**config.mk**
```make
export PLATFORM = sky130hd
export DESIGN_NAME = param_counter
export DESIGN_NICKNAME = d
export VERILOG_FILES = /design/src/rtl/param_counter_pkg.sv /design/src/rtl/param_counter_reg_bank.sv /design/src/rtl/param_counter.sv
export SDC_FILE = /design/constraint.sdc
export NUM_CORES = 1
export LEC_CHECK = 0
export CAP_MARGIN = 20
export CORE_AREA = 3 3 40 42
export DETAILED_ROUTE_END_ITERATION = 10
export DIE_AREA = 0 0 43 45
export PLACE_DENSITY = 0.54
export SLEW_MARGIN = 10
export SYNTH_ARGS = -nofsm -noshare
export SYNTH_HDL_FRONTEND = slang
export SYNTH_SLANG_ARGS = --single-unit
```
**constraint.sdc**
```tcl
create_clock -name clk -period 1.6 [get_ports clk]
set_input_delay 0.32 -clock clk [delete_from_list [all_inputs] [get_ports clk]]
set_output_delay 0.32 -clock clk [all_outputs]
set_load 0.01 [all_outputs]
```
**src/rtl/param_counter_pkg.sv**
```systemverilog
// param_counter_pkg: direction and mode constants shared by the counter slice
`ifndef PC_DEFS_SV
`define PC_DEFS_SV
package pc_defs;
  localparam logic DIR_UP    = 1'b1;
  localparam logic DIR_DOWN  = 1'b0;
  localparam int   MODE_WRAP = 0;
  localparam int   MODE_SAT  = 1;
endpackage
`endif

```
**src/rtl/param_counter_reg_bank.sv**
```systemverilog
// reg_bank: WIDTH-wide enabled D register, one async-reset flop per bit
module reg_bank #(
  parameter int WIDTH = 1
) (
  input  logic             clk,
  input  logic             rst,
  input  logic             en,
  input  logic [WIDTH-1:0] d,
  output logic [WIDTH-1:0] q
);
  for (genvar g = 0; g < WIDTH; g++) begin : g_bit
    always_ff @(posedge clk or posedge rst)
      if (rst) q[g] <= 1'b0;
      else if (en) q[g] <= d[g];
  end
endmodule

```
**src/rtl/param_counter.sv**
```systemverilog
// param_counter: WIDTH-bit modulo-MODULO up/down counter with load, clear, wrap/saturate
module param_counter
  import pc_defs::*;
#(
  parameter int WIDTH    = 3,
  parameter int MODULO   = 8,
  parameter int SATURATE = 0
) (
  input  logic             clk,
  input  logic             rst,
  input  logic             clk_en,
  input  logic             clr,
  input  logic             load,
  input  logic [WIDTH-1:0] load_val,
  input  logic             up,
  output logic [WIDTH-1:0] q,
  output logic             tc,
  output logic             wrap
);
  if (WIDTH < 1 || WIDTH > 16 || MODULO < 2 || MODULO > (1 << WIDTH)) begin : g_bad_cfg
    $error("param_counter: illegal WIDTH/MODULO combination");
  end
  // Range comparisons use WIDTH+1 bits so MODULO == 2**WIDTH does not alias to 0
  localparam logic [WIDTH:0]   L_MOD   = (WIDTH+1)'(MODULO);
  localparam logic [WIDTH:0]   L_MAX   = (WIDTH+1)'(MODULO - 1);
  localparam logic [WIDTH-1:0] L_MAX_Q = WIDTH'(MODULO - 1);
  localparam logic             L_WRAP  = SATURATE == MODE_WRAP;
  logic [WIDTH:0]   w_q_ext;
  logic [WIDTH-1:0] w_inc, w_dec, w_load, w_next;
  logic             w_top, w_bot, w_wrap_d;
  assign w_q_ext = {1'b0, q};
  assign w_top   = w_q_ext == L_MAX;
  assign w_bot   = q == '0;
  // Increment/decrement only happen away from the range ends, so WIDTH bits never overflow
  assign w_inc   = w_top ? (L_WRAP ? '0 : q) : q + 1'b1;
  assign w_dec   = w_bot ? (L_WRAP ? L_MAX_Q : q) : q - 1'b1;
  assign w_load  = ({1'b0, load_val} < L_MOD) ? load_val : L_MAX_Q;
  assign w_next  = clr ? '0 : load ? w_load : (up == DIR_UP) ? w_inc : w_dec;
  assign w_wrap_d = clk_en & ~clr & ~load & L_WRAP & ((up == DIR_UP) ? w_top : w_bot);
  assign tc      = (up == DIR_DOWN) ? w_bot : w_top;
  reg_bank #(.WIDTH(WIDTH)) u_q (
    .clk(clk), .rst(rst), .en(clk_en), .d(w_next), .q(q)
  );
  // wrap is a single-cycle pulse, so its flop loads every edge
  reg_bank #(.WIDTH(1)) u_wrap (
    .clk(clk), .rst(rst), .en(1'b1), .d(w_wrap_d), .q(wrap)
  );
endmodule

```
==> flow_summary.yaml, run 1 <==
timing:
  rsz0062_at_grt: "yes"
  min_period_ns: 1.620
  setup_viol_count_final: 1
  post-route-period-util_pct: 101.3
  slew_headroom_pct: 83.35
  max_freq_ghz: 0.6171
  final.setup_skew_ns: 0.004636
  hold_viol_final: 0
  maxSlewViolCount: 0
  worst_slack_ns: -0.02043
  tns_ns: -0.02043
  worst_pin_slew_ns: 0.2489
yosys:
  syn-cell-area_um2: 295.3
  yosys.area.top_type_share_pct: 33.90
  async_reset_ff_share_pct: 100.0
  synth.most_common_cell: "inv_1"
  syn_area_per_cell_um2: 9.525
  yosysSeqAreaShare_pct: 33.90
  synth_edf_count: 0
  syn_nets: 44
  yosysTopAreaCell: "dfrtp_1"
  ys_ff_latch: 4
  yosys_warnings: 0
  syn-instance-count: 31
  yosys-top-cells-count: "5 x inv_1, 4 x dfrtp_1, 4 x ha_1"
  synth-main-ff-cell: "dfrtp_1"
  synth.top_cells.by_area: "dfrtp_1 34%, ha_1 17%, o32ai_1 8.9%"
  synth.distinct_cells: 14
setup_path:
  start_kind: "flip-flop"
  cp-startpoint: "u_q.q[1]"
  path_class: "flip-flop to primary output"
  crit_chain: "ha_2, ha_2, a21o_1, buf_2"
  cpPeakStageDelay_ns: 0.40
  worstSetupEndpointType: "primary output"
  critPathTopFamily: "flip-flops"
  slowest_stage: "dfrtp_1"
  r2r_start: "u_q.q[0]"
  crit_buf_inv: 1
  path_common_cell: "ha_2"
  critPathMaxFanout: 3
  required_ns: 1.28
  cp.arrival_ns: 1.30
clock_tree:
  clk_latency_ns: 0.25
  cts.sinks: 4
  cts_buffers: 3
  hold_buffers: 0
  h-tree-depth: 1
  cts.path.max_buffers: 2
  path_clk_slew_ns: 0.04
  clock-root-buffer: "clkbuf_4"
  cts_tree: "yes"
power:
  combPwrFrac_pct: 47.0
  switching_share_pct: 30.65
  clockPowerShare_pct: 28.2
  p_sw_mw: 0.1488
  power.leakage_nw: 0.2920
  internal_power_mw: 0.3366
  power_density_nw_per_um2: 747.5
  p_seq_share_pct: 24.8
  ir_worst_vdd_v: 0.0005072
detailed_routing:
  routed_wl_um: 961
  drc: 0
  drtPass1Iterations: 2
  drt_iter0_markers: 5
  num_vias: 349
  wl_per_cell_um: 12.48
  via_per_inst: 4.532
  drtAntennaViolNets: 0
final_layout:
  final_util_pct: 50.54
  layout-drive-gt1-share_pct: 53.23
  area_growth_pct: 119.9
  layout.nets: 77
  antenna_cells: 0
  fill_cells: 117
  layoutNonFillerInstCount: 77
grt:
  grt_overflow: 0
  antenna_found_initial: 0
  grt_pass1_wl_mm: 1.552
  grt_pass1_vias: 361
  grt_max_degree: 8
  track_usage_pct: 11.34
die:
  core_area_um2: 1285
  start_util_pct: 22.98
  die-area_um2: 1935
  io_pins: 14
  die_x_um: 43
  rows: 13
  die_y_um: 45
placement:
  dp_slack_ns: -0.2817
  placed_cells: 67
  dp_hpwl_um: 573.4
  place_congestion: 0.7350
  portBuffers: 13
flow_run:
  maxCapViolCount: 0
min_path:
  hp-class: "primary input to asynchronous set/reset pin"
run_status:
  status: "finished with violations"
  violations: "negative setup slack"
==> layer usage <==
| metal | global-route usage [%] | routed length (µm) | up-vias |
|---|---|---|---|
| li1 | - | - | 177 |
| met1 | 12.59 | 402 | 154 |
| met2 | 17.96 | 464 | 13 |
| met3 | 2.390 | 54 | 5 |
| met4 | 10.84 | 40 | 0 |
| met5 | 0 | 0 | - |
==> layout make-up <==
cell class	instances	area [µm²]	share of cell area, %
Inverter	5	18.77	2.890
Tap cell	15	18.77	2.890
Sequential cell	4	100.1	15.41
Multi-Input combinational cell	22	244.0	37.57
Timing Repair Buffer	28	245.2	37.76
Clock buffer	3	22.52	3.468
==> per-stage QoR <==
step                      area, µm²  hold WS [ns]  power, mW
after floorplan               295.3       0.08608     0.1799
after global placement        504.2        0.5132     0.2708
after detailed placement      504.2        0.5156     0.2686
after CTS                     575.6        0.2534     0.4405
after global routing          649.4        0.2830     0.5187
final                         649.4        0.2527     0.4854
==> layout by cell type (no fill, tap or decap), types with 2 or more instances in the layout <==
cell             synthesis  layout
buf_6                    0       3
ha_4                     0       2
dfrtp_1                  4       4
clkbuf_4                 0       3
ha_2                     0       2
inv_1                    5       3
buf_4                    0      13
inv_2                    0       2
a21oi_1                  3       2
o32ai_1                  3       2
nor2b_1                  3       3
clkdlybuf4s50_1          0      10
==> kinds of logic after synthesis <==
group,synth area share (%)
buffers and inverters,6.357
flip-flops,33.90
AO/OA/AOI/OAI,24.58
adder cells (fa/ha/maj),16.95
AND/OR/NAND/NOR,18.22
==> worst paths after layout <==
check	to	slack (ns)	depth (start not counted)
setup / recovery	tc	-0.02	4
max in group asynchronous	u_q.q[2]	1.19	2
min in group clk	u_q.q[0]	0.72	3
setup reg to reg	u_q.q[2]	0.04	6
hold reg to reg	u_q.q[2]	0.72	3
hold / removal	u_q.q[1]	0.25	2
==> repair_timing <==
action | 4_1_cts | 5_1_grt
hold endpoints to repair | 0 | 0
pin swaps | 3 | 8
resized for setup | 14 | 10
setup buffers | 4 | 4
endpoints found under the setup margin | 3 | 3
==> registers in the layout (all words and copies together) (netlist names) <==
name	cells
u_q.q	3
u_wrap.q	1
==> power by group through the flow <==
stage	clock network, mW	logic [mW]	registers, mW
2_1_floorplan	0	0.0557	0.124
3_3_place_gp	0	0.150	0.121
3_5_place_dp	0	0.147	0.121
4_1_cts	0.138	0.183	0.120
5_1_grt	0.149	0.248	0.122
6_report	0.137	0.228	0.120
Note: power is estimated with default switching activity, not from simulation.
==> run 2: changes to the inputs <==
--- a/config.mk
+++ b/config.mk
@@ -6,11 +6,12 @@
 export NUM_CORES = 1
 export LEC_CHECK = 0
 export CAP_MARGIN = 20
-export CORE_AREA = 3 3 40 42
+export CORE_AREA = 3 3 41 43
 export DETAILED_ROUTE_END_ITERATION = 10
-export DIE_AREA = 0 0 43 45
-export PLACE_DENSITY = 0.54
+export DIE_AREA = 0 0 44 46
+export PLACE_DENSITY = 0.55
 export SLEW_MARGIN = 10
 export SYNTH_ARGS = -nofsm -noshare
 export SYNTH_HDL_FRONTEND = slang
+export SYNTH_HIERARCHICAL = 1
 export SYNTH_SLANG_ARGS = --single-unit
==> flow_summary.yaml, run 2 <==
yosys:
  yosysSeqAreaShare_pct: 29.30
  yosys-top-cells-count: "7 x inv_1, 4 x dfrtp_1, 4 x ha_1"
  yosys_warnings: 6
  syn-instance-count: 36
  syn_area_per_cell_um2: 9.488
  synth-main-ff-cell: "dfrtp_1"
  synth_xor_area_share_pct: 0
  ys_ff_latch: 4
  synth_fa_ha_area_share_pct: 14.65
  synthMuxAreaShare_pct: 14.29
  synth.distinct_cells: 18
  yosysTopAreaCell: "dfrtp_1"
  synth_simple_gate_area_share_pct: 13.19
  synth_compound_area_share_pct: 19.78
  synth.most_common_cell: "inv_1"
  yosys.area.top_type_share_pct: 29.30
  syn-cell-area_um2: 341.6
  syn_nets: 49
  async_reset_ff_share_pct: 100.0
  synth.top_cells.by_area: "dfrtp_1 29%, ha_1 15%, mux2_2 9.9%"
  synth_top_family_by_area: "compound AO/OA/AOI/OAI gates"
  synth_edf_count: 0
power:
  p_sw_mw: 0.1381
  p_total_mw: 0.4740
  internal_power_mw: 0.3358
  power_density_nw_per_um2: 716.1
  switching_share_pct: 29.14
  power.leakage_nw: 0.3513
  p_seq_share_pct: 26.2
  combPwrFrac_pct: 47.9
  ir_worst_vdd_v: 0.0004211
  clockPowerShare_pct: 25.9
clock_tree:
  clk_latency_ns: 0.23
  cts_buffers: 3
  h-tree-depth: 1
  clock-root-buffer: "clkbuf_4"
  cts_tree: "yes"
  cts.path.max_buffers: 2
  cts.sinks: 4
  path_clk_slew_ns: 0.04
  hold_buffers: 0
timing:
  max_freq_ghz: 0.6196
  final.setup_skew_ns: 0.001023
  holdWs_ns: 0.2519
  hold_viol_final: 0
  maxSlewViolCount: 0
  min_period_ns: 1.614
  post-route-period-util_pct: 100.9
  worst_slack_ns: -0.01395
  rsz0062_at_grt: "yes"
  setup_viol_count_final: 1
detailed_routing:
  num_vias: 358
  drc: 0
  drtAntennaViolNets: 0
  via_per_inst: 4.420
  routed_wl_um: 845
  drtPass1Iterations: 2
  wl_per_cell_um: 10.43
  drt_iter0_markers: 1
setup_path:
  critPathTopFamily: "flip-flops"
  worstSetupEndpointType: "primary output"
  r2r-end: "u_q/q[1]"
  path_class: "flip-flop to primary output"
  cp.arrival_ns: 1.29
  cpPeakStageDelay_ns: 0.39
  required_ns: 1.28
  crit_chain: "inv_2, ha_4, nor3b_4, a21o_1, buf_2"
  reg2reg_depth: 7
  crit_buf_inv: 2
  start_kind: "flip-flop"
  slowest_stage: "dfrtp_1"
  rrSetupSlack_ns: 0.09
  r2r_start: "u_q/q[1]"
  critPathMaxFanout: 3
placement:
  place_area_um2: 573.1
  portBuffers: 13
  place_congestion: 0.6527
min_path:
  hp-class: "primary input to asynchronous set/reset pin"
final_layout:
  layout.nets: 81
  multi_input_area_um2: 260.3
  final_cell_mix: "14 x buf_4, 9 x clkdlybuf4s50_1, 5 x inv_1"
  largest_reg_flops: 3
  regMostFlops: "u_q/q"
  fill_cells: 144
  layout_commonest_cell: "buf_4"
  final_design_area_no_fill_um2: 661.9
  layout-drive-gt1-share_pct: 50.00
  antenna_cells: 0
  reg_top3: "u_q/q (3), u_wrap/q (1)"
  area_growth_pct: 93.77
  seq_area_um2: 100.1
grt:
  track_usage_pct: 9.722
  antenna_found_initial: 0
  grt_pass1_wl_mm: 1.428
  grt_pass1_vias: 373
  grt_overflow: 0
  grt_max_degree: 8
flow_run:
  maxCapViolCount: 0
die:
  start_util_pct: 25.61
  die_y_um: 46
  io_pins: 14
  core_area_um2: 1334
  rows: 13
  die-area_um2: 2024
  die_x_um: 44
run_status:
  violations: "negative setup slack"
  status: "finished with violations"
run 2: logic make-up (layout without fill, tap and decap cells):
logic type,after synthesis,after routing
multiplexers,4,4
flip-flops,4,4
AND/OR/NAND/NOR,7,7
buffers and inverters,7,37
AO/OA/AOI/OAI,9,9
adder cells (fa/ha/maj),4,4
other,1,1
run 2: through the flow:
stage	utilization, %	worst slack [ns]	instances	TNS [ns]
2_1_floorplan	-	0.01370	36	0
3_3_place_gp	42.96	-0.3795	75	-0.6451
3_5_place_dp	42.96	-0.4109	75	-0.6680
4_1_cts	47.47	-0.05137	81	-0.05829
5_1_grt	49.62	-0.07842	81	-0.07842
6_report	49.62	-0.01395	81	-0.01395
run 2: timing repair:
| item | in CTS | in global routing |
|---|---|---|
| endpoints found under the setup margin | 3 | 4 |
| gates resized for setup | 11 | 8 |
| pin swaps | 0 | 2 |
| buffers inserted | 3 | 0 |
run 2: area by class of cell:
class                           count  share of cell area, %
Clock buffer                        3                  3.403
Tap cell                           15                  2.836
Sequential cell                     4                  15.12
Timing Repair Buffer               27                  35.35
Multi-Input combinational cell     25                  39.32
Inverter                            7                  3.970
run 2: power groups by stage:
stage / clock (mW) / combinational (mW) / sequential (mW)
after floorplan: 0 / 0.0709 / 0.132
after global placement: 0 / 0.189 / 0.126
after detailed placement: 0 / 0.189 / 0.126
after CTS: 0.130 / 0.217 / 0.124
after global routing: 0.135 / 0.250 / 0.126
final: 0.123 / 0.227 / 0.124
run 2: layer usage:
| metal | global-route usage [%] | share of wire, % | up-vias |
|---|---|---|---|
| li1 | - | - | 187 |
| met1 | 11.03 | 45 | 162 |
| met2 | 15.70 | 50 | 9 |
| met3 | 2.372 | 4.6 | 0 |
| met4 | 7.229 | 0 | 0 |
| met5 | 0 | 0 | - |
run 2: worst max path at each step:
stage | to | from | cells past startpoint | slack (ns)
finish | tc | u_q/q[1] | 5 | -0.01
global route | tc | u_q/q[1] | 5 | -0.08
CTS | tc | u_q/q[0] | 4 | -0.05
detailed placement | tc | up | 4 | -0.41
global placement | tc | up | 4 | -0.38
floorplan | u_wrap/q | u_q/q[0] | 6 | 0.01
